**config.mk**
```make
export PLATFORM = sky130hd
export DESIGN_NAME = argmax_classifier
export DESIGN_NICKNAME = d
export VERILOG_FILES = /design/src/rtl/argmax_classifier.sv
export SDC_FILE = /design/constraint.sdc
export NUM_CORES = 1
export LEC_CHECK = 0
export ABC_CLOCK_PERIOD_IN_PS = 4300
export CAP_MARGIN = 40
export CORE_AREA = 2 2 179 199
export CTS_BUF_LIST = sky130_fd_sc_hd__clkbuf_8
export DETAILED_ROUTE_END_ITERATION = 6
export DIE_AREA = 0 0 181 201
export DONT_BUFFER_PORTS = 1
export PLACE_DENSITY = 0.75
export SLEW_MARGIN = 0
export SYNTH_ARGS = -nofsm -noshare
export SYNTH_HDL_FRONTEND = slang
export SYNTH_SLANG_ARGS = --single-unit
```
**constraint.sdc**
```tcl
create_clock -name clock -period 4.3 [get_ports clock]
set_clock_uncertainty 0.2 [all_clocks]
set_input_delay 0.86 -clock clock [delete_from_list [all_inputs] [get_ports clock]]
set_output_delay 0.86 -clock clock [all_outputs]
set_load 0.1 [all_outputs]
```
**src/rtl/argmax_classifier.sv**
```systemverilog
// Argmax classifier: captures NUM_INPUTS signed neuron outputs on input_ready,
// scans them one entry per cycle, and reports the index and value of the
// largest entry with a one-cycle output_ready pulse.
module argmax_classifier #(
    parameter int unsigned DATA_WIDTH = 32,
    parameter int unsigned NUM_INPUTS = 10,
    localparam int unsigned INDEX_WIDTH = ($clog2(NUM_INPUTS) > 0) ? $clog2(NUM_INPUTS) : 1
) (
    input  logic                         clock,
    input  logic                         reset,
    input  logic                         input_ready,
    input  logic signed [DATA_WIDTH-1:0] inputs [NUM_INPUTS],
    output logic [INDEX_WIDTH-1:0]       index,
    output logic signed [DATA_WIDTH-1:0] max_value,
    output logic                         output_ready,
    output logic                         busy
);

    typedef enum logic [1:0] {
        StWaiting  = 2'd0,
        StScanning = 2'd1,
        StDone     = 2'd2
    } state_t;

    localparam logic [INDEX_WIDTH-1:0] LastIdx = INDEX_WIDTH'(NUM_INPUTS - 1);

    state_t                       state;
    logic signed [DATA_WIDTH-1:0] buffer [NUM_INPUTS];
    logic [INDEX_WIDTH-1:0]       count;
    logic [INDEX_WIDTH-1:0]       best_idx;
    logic signed [DATA_WIDTH-1:0] best_val;
    logic signed [DATA_WIDTH-1:0] cand_val;
    logic                         cand_gt;

    // Select the buffer entry under the scan pointer; range-safe for any NUM_INPUTS.
    always_comb begin
        cand_val = buffer[0];
        for (int unsigned i = 0; i < NUM_INPUTS; i++) begin
            if (count == INDEX_WIDTH'(i)) begin
                cand_val = buffer[i];
            end
        end
    end

    // Strict compare keeps the lowest index among equal maxima.
    assign cand_gt = (cand_val > best_val);

    assign output_ready = (state == StDone);
    assign busy         = (state != StWaiting);

    // Capture, scan and commit sequencing.
    always_ff @(posedge clock or negedge reset) begin
        if (!reset) begin
            state     <= StWaiting;
            count     <= '0;
            best_idx  <= '0;
            best_val  <= '0;
            index     <= '0;
            max_value <= '0;
            for (int unsigned i = 0; i < NUM_INPUTS; i++) begin
                buffer[i] <= '0;
            end
        end else begin
            case (state)
                StWaiting: begin
                    if (input_ready) begin
                        for (int unsigned i = 0; i < NUM_INPUTS; i++) begin
                            buffer[i] <= inputs[i];
                        end
                        best_val <= inputs[0];
                        best_idx <= '0;
                        count    <= INDEX_WIDTH'(1);
                        if (NUM_INPUTS > 1) begin
                            state <= StScanning;
                        end else begin
                            // Single entry is trivially the maximum; commit on capture.
                            state     <= StDone;
                            index     <= '0;
                            max_value <= inputs[0];
                        end
                    end
                end
                StScanning: begin
                    if (cand_gt) begin
                        best_val <= cand_val;
                        best_idx <= count;
                    end
                    if (count == LastIdx) begin
                        // Commit includes the comparison made on this same edge.
                        state     <= StDone;
                        index     <= cand_gt ? count : best_idx;
                        max_value <= cand_gt ? cand_val : best_val;
                    end else begin
                        count <= count + INDEX_WIDTH'(1);
                    end
                end
                StDone: begin
                    state <= StWaiting;
                end
                default: begin
                    state <= StWaiting;
                end
            endcase
        end
    end

endmodule

```
Yosys cells after proc, flatten, opt, wreduce, memory -nomap -nowiden
Cells that the tools add are included.

word-level totals
  register bits = 398
  output and inout bits = 38
  input bits = 323
  word-level logic and storage cells = 61

cells by class
  muxes and demuxes = 21
  $add $sub $neg = 1
  equal/unequal tests = 14
  reductions and logical operators = 8
  $lt $le $gt $ge = 1

operators with widths
  cell                                                             number
  32-bit 2-to-1 mux                                                11
  32-bit case mux with 2 select lines                              1
  32-bit > comparator                                              1
  4-bit by 3-bit == test with 1-bit output, second input constant  4
  4-bit 2-to-1 mux                                                 4
  4-bit case mux with 2 select lines                               2
  4-bit by 2-bit == test with 1-bit output, second input constant  2
  4-bit == test, second input constant                             2
  2-bit AND reduction                                              4
  2-bit != test, second input constant                             3
  4-bit by 1-bit adder with 4-bit output, second input constant    1
  4-bit by 1-bit == test with 1-bit output, second input constant  1
  2-bit 2-to-1 mux                                                 2
  2-bit case mux with 2 select lines                               1
  2-bit nonzero test                                               2
  3-bit AND reduction                                              1
  2-bit by 1-bit == test with 1-bit output, second input constant  1
  2-bit == test, second input constant                             1
  2-bit zero test                                                  1

Depth between registers and ports, before layout
  depth in word-level cells = 13
  depth in mapped cells = 21

Least setup slack after synthesis
No wires, ideal clock.

  path type = flip-flop to flip-flop
  from = reg count[0]
  to = reg best_val[10]
  arrival = 4180 ps
  required time = 3974 ps
  stages on the path, launching flop included = 21
  clock period less this slack = 4506 ps
  setup slack = -206 ps
  cell sequence = dfrtp_1 > inv_1 > ha_1 > clkbuf_1 > nor2_1 > clkbuf_1 > buf_1 > nand2_1 > a22oi_1 > o22ai_1 > o2111ai_1 > a31oi_1 > ha_1 > and4_1 > a21o_1 > a211o_1 > o21ba_1 > a211oi_2 > a21oi_1 > buf_2 > a221o_1

between the ends
  cells in the longest elaborated chain, start to end = 13
  elaborated cells on any way between the ends = 21

ends and longest elaborated chain
  what                                      RTL line  source
  start, declared                           29        logic [INDEX_WIDTH-1:0] count;
  start signal, assigned                    94        count <= count + INDEX_WIDTH'(1);
  4-bit by 1-bit == test with 1-bit output  39        if (count == INDEX_WIDTH'(i)) begin
  32-bit 2-to-1 mux (8 in a row)            39
  32-bit 2-to-1 mux (*)                     39
  32-bit > comparator                       46        assign cand_gt = (cand_val > best_val);
  32-bit 2-to-1 mux (*)                     84        if (cand_gt) begin
  32-bit case mux with 2 select lines (*)   64        case (state)
  end signal, assigned                      70        best_val <= inputs[0];
  end signal, assigned                      85        best_val <= cand_val;
  end, declared                             31        logic signed [DATA_WIDTH-1:0] best_val;

Mark *: on every way between the ends. The rest lies on a longest branch, timed or not.
A chain may end at the register's enable or synchronous reset.

Worst setup path after layout
  from = reg count[1]
  to = reg best_val[0]

Same word-level chain as after synthesis.

==> parameters.txt <==
Parameter                              Value

CTS
  Clock latency on the worst-skew pair ... 600 ps
  Max Root-Sink Buffers ... 3
  CTS tree ... done
  Clock transition at the registers of the reported paths ... 60 ps
  Number of sinks on the clock net ... 398
  Cell chosen for the clock root ... clkbuf_8
  H-tree depth ... 3
  Number of clock buffers inserted by TritonCTS ... 67

Setup path
  Crit Path Category ... reg -> reg
  Arrival time of the worst setup path ... 5040 ps
  Data required time at the worst endpoint ... 4570 ps
  Peak fanout along the critical path ... 8
  Worst setup path startpoint ... count[1]$_DFFE_PN0P_
  CP cell instances ... buf_4 -> ha_4 -> or4b_4 -> buf_12 -> o21ai_1 -> o22ai_2 -> o2111ai_4 -> a31oi_4 -> ha_4 -> nand4_1 -> nor4_2 -> o21ai_1 -> a32o_2 -> a211oi_4 -> buf_4 -> a21oi_4 -> clkbuf_16 -> a221o_1
  Buffering stage count on the worst path with inverters included ... 4
  Highest cell delay on the worst timing path ... 600 ps
  Slowest cell on the critical path ... or4b_4
  Critical path launch point type ... flop
  Kind of end point of the critical path ... flop
  Critical register-to-register path startpoint ... count[1]$_DFFE_PN0P_
  Cell class contributing the biggest share of worst-path delay ... compound AO/OA/AOI/OAI gates

STA
  Unrepaired setup endpoints after global routing ... true
  Clock period minus worst slack ... 4760 ps
  Final setup margin ... -460 ps
  Tcrit/Tclk final ... 111%
  Max-slew headroom ... 19.9%
  Final Hold Fails ... 264
  Final number of max-transition violations ... 0
  Final setup violation count ... 72
  Timing-limited maximum frequency ... 0.210 GHz
  Worst hold slack ... -213 ps
  Measured slew at the worst slew-check pin ... 1200 ps

Die
  Standard-cell rows ... 72
  IO Pins ... 361
  Die area ... 0.0364 mm2
  Width of the die ... 181 um
  Core area ... 0.0346 mm2
  Starting density of the core ... 54.1%
  Chip height ... 201 um

Layout
  Proportion of layout cells with a drive suffix above 1 ... 16.5%
  Number of nets in the layout ... 2641
  Finished Core Util ... 67.3%
  Layout area overhead ... 24.4%
  Fill cell count ... 2708
  Fin cells ... 2775

Placement
  IO Port Bufs ... 0
  Placer Congestion ... 0.973
  DP HPWL ... 39400 um
  Setup slack after placement ... -478 ps
  Number of cells after detailed placement ... 2596

Synthesis
  Synth Warn # ... 0
  Synth Register Bits ... 398
  Combined area of all synthesized cells ... 0.0187 mm2
  Count of distinct cell types in the synthesized netlist ... 48
  Most common flop cell mapped by yosys ... dfrtp_1
  Avg Cell Area, Syn ... 8.54 um2
  Count of flip-flops with a built-in enable after synthesis ... 0
  Sequential share of the synthesized area ... 53.2%
  Post-synthesis cell count ... 2191
  Share of synthesized registers carrying an async set or reset ... 100%
  Number of nets produced by synthesis ... 2550

GRT
  Pin count of the biggest net entering global routing ... 399
  Global-route wire length before repair ... 91700 um
  Antenna violations before repair ... 9
  Vias in the first global route ... 16300
  Remaining Overflow, GRT ... 0
  Aggregate global-route resource usage ... 32.4%

Run status
  Status ... finished with violations
  Failing checks ... negative hold slack, negative setup slack

Flow run
  Max-cap violations ... 0

Route
  Vias per inst ... 6.03
  Count of unresolved DRC violations after routing ... 0
  Post-route ant nets ... 0
  Number of violations reported at the end of detailed-routing iteration 0 ... 1789
  Iteration count of the initial detailed-routing pass ... 6
  Wire per inst ... 21.9 um
  Vias post-DR ... 16700
  Total Routed Length ... 60800 um

Min path
  Worst min-delay path category ... in -> async
-- metrics by stage --
step | TNS [ps] | area [um2]
after floorplan | 0 | 18700
after global placement | -20920 | 19500
after detailed placement | -30690 | 20600
after CTS | -9720 | 22700
after global routing | -37950 | 23300
final | -26880 | 23300
-- placed cells by master (no fill, tap or decap), types with 33 or more instances in the layout --
master and count:
a21oi_1 50, buf_4 84, buf_16 41, clkbuf_8 79, a21o_1 35, a22oi_1 52
dfrtp_1 396, a221o_1 33, o22ai_1 73, inv_1 64, nand2_1 954, nor2_1 78
-- timing repair --
item / 4_1_cts / 5_1_grt
pin swaps: 32 / 62
endpoints found under the hold margin: 398 / 398
gates resized for setup: 85 / 104
setup buffers: 39 / 15
gates cloned: 7 / 7
endpoints found under the setup margin: 72 / 72
-- cells in the mapped netlist (2+ instances only) --
master       n  share of area, %
and4_1       3              0.14
a221oi_1     5              0.23
buf_1        8              0.16
a22oi_1     60               2.4
nor2b_1      8              0.27
nand3_1      6              0.16
buf_2       11              0.29
a221o_1     33               1.8
o2111ai_1   29               1.4
nand2b_1     9              0.30
ha_1        36               2.4
and3_1      33               1.1
xor2_1       2             0.094
nand2_1    964                19
o22ai_1     93               3.1
and2_1       4              0.13
dfrtp_1    398                53
buf_4        5              0.20
nand4_1      4              0.13
nor2_1      84               1.7
a31oi_1     30               1.0
a21o_1      35               1.4
o21ai_0     49               1.3
a21oi_1     55               1.5
clkbuf_1   129               2.6
a211oi_1     3              0.12
inv_1       41              0.82
mux2i_1     34               1.8
-- final timing paths --
check | depth (start not counted) | slack (ps) | to
setup / recovery | 18 | -460 | best_val[0]$_DFFE_PN0P_
hold / removal | 0 | -210 | buffer[130]$_DFFE_PN0P_
setup reg to reg | 18 | -460 | best_val[0]$_DFFE_PN0P_
hold reg to reg | 2 | 280 | buffer[230]$_DFFE_PN0P_
max in group asynchronous | 0 | 3150 | buffer[226]$_DFFE_PN0P_
min in group clock | 2 | 160 | buffer[282]$_DFFE_PN0P_
-- layer usage --
metal	track usage (%)	routed length (um)	vias up	part of all wire [%]
met5	0	0	-	0
met4	13.6	2610	0	4.3
met1	46.9	25000	7992	41
met2	47.4	26900	1028	44
met3	6.98	6250	171	10
li1	-	-	7543	-
-- flip-flops by register name, indices dropped and copies added, names as in the netlist --
register,cells
best_val,32
state,2
best_idx,4
max_value,32
buffer,320
index,4
count,4
-- cell families after synthesis --
logic type,Yosys count,share of synthesized area (%)
and+or+nand+nor,1124,23.6
muxes,35,1.88
DFF,398,53.2
buffers and inverters,194,4.07
AOI/OAI and AO/OA,402,14.7
xor gates and xnor gates,2,0.0936
adders and majority gates,36,2.41
-- layout make-up --
type	instances	area [um2]	area share, %
Multi-Input combinational cell	1599	8780	37.7
Timing Repair Buffer	175	2580	11.1
Antenna cell	9	22.5	0.0967
Sequential cell	398	9960	42.8
Clock inverter	30	145	0.623
Clock buffer	79	1090	4.67
Tap cell	444	556	2.39
Inverter	41	156	0.672
Power is not shown: default switching activity piles up to over one toggle a cycle in this logic, so the estimate is an artifact.
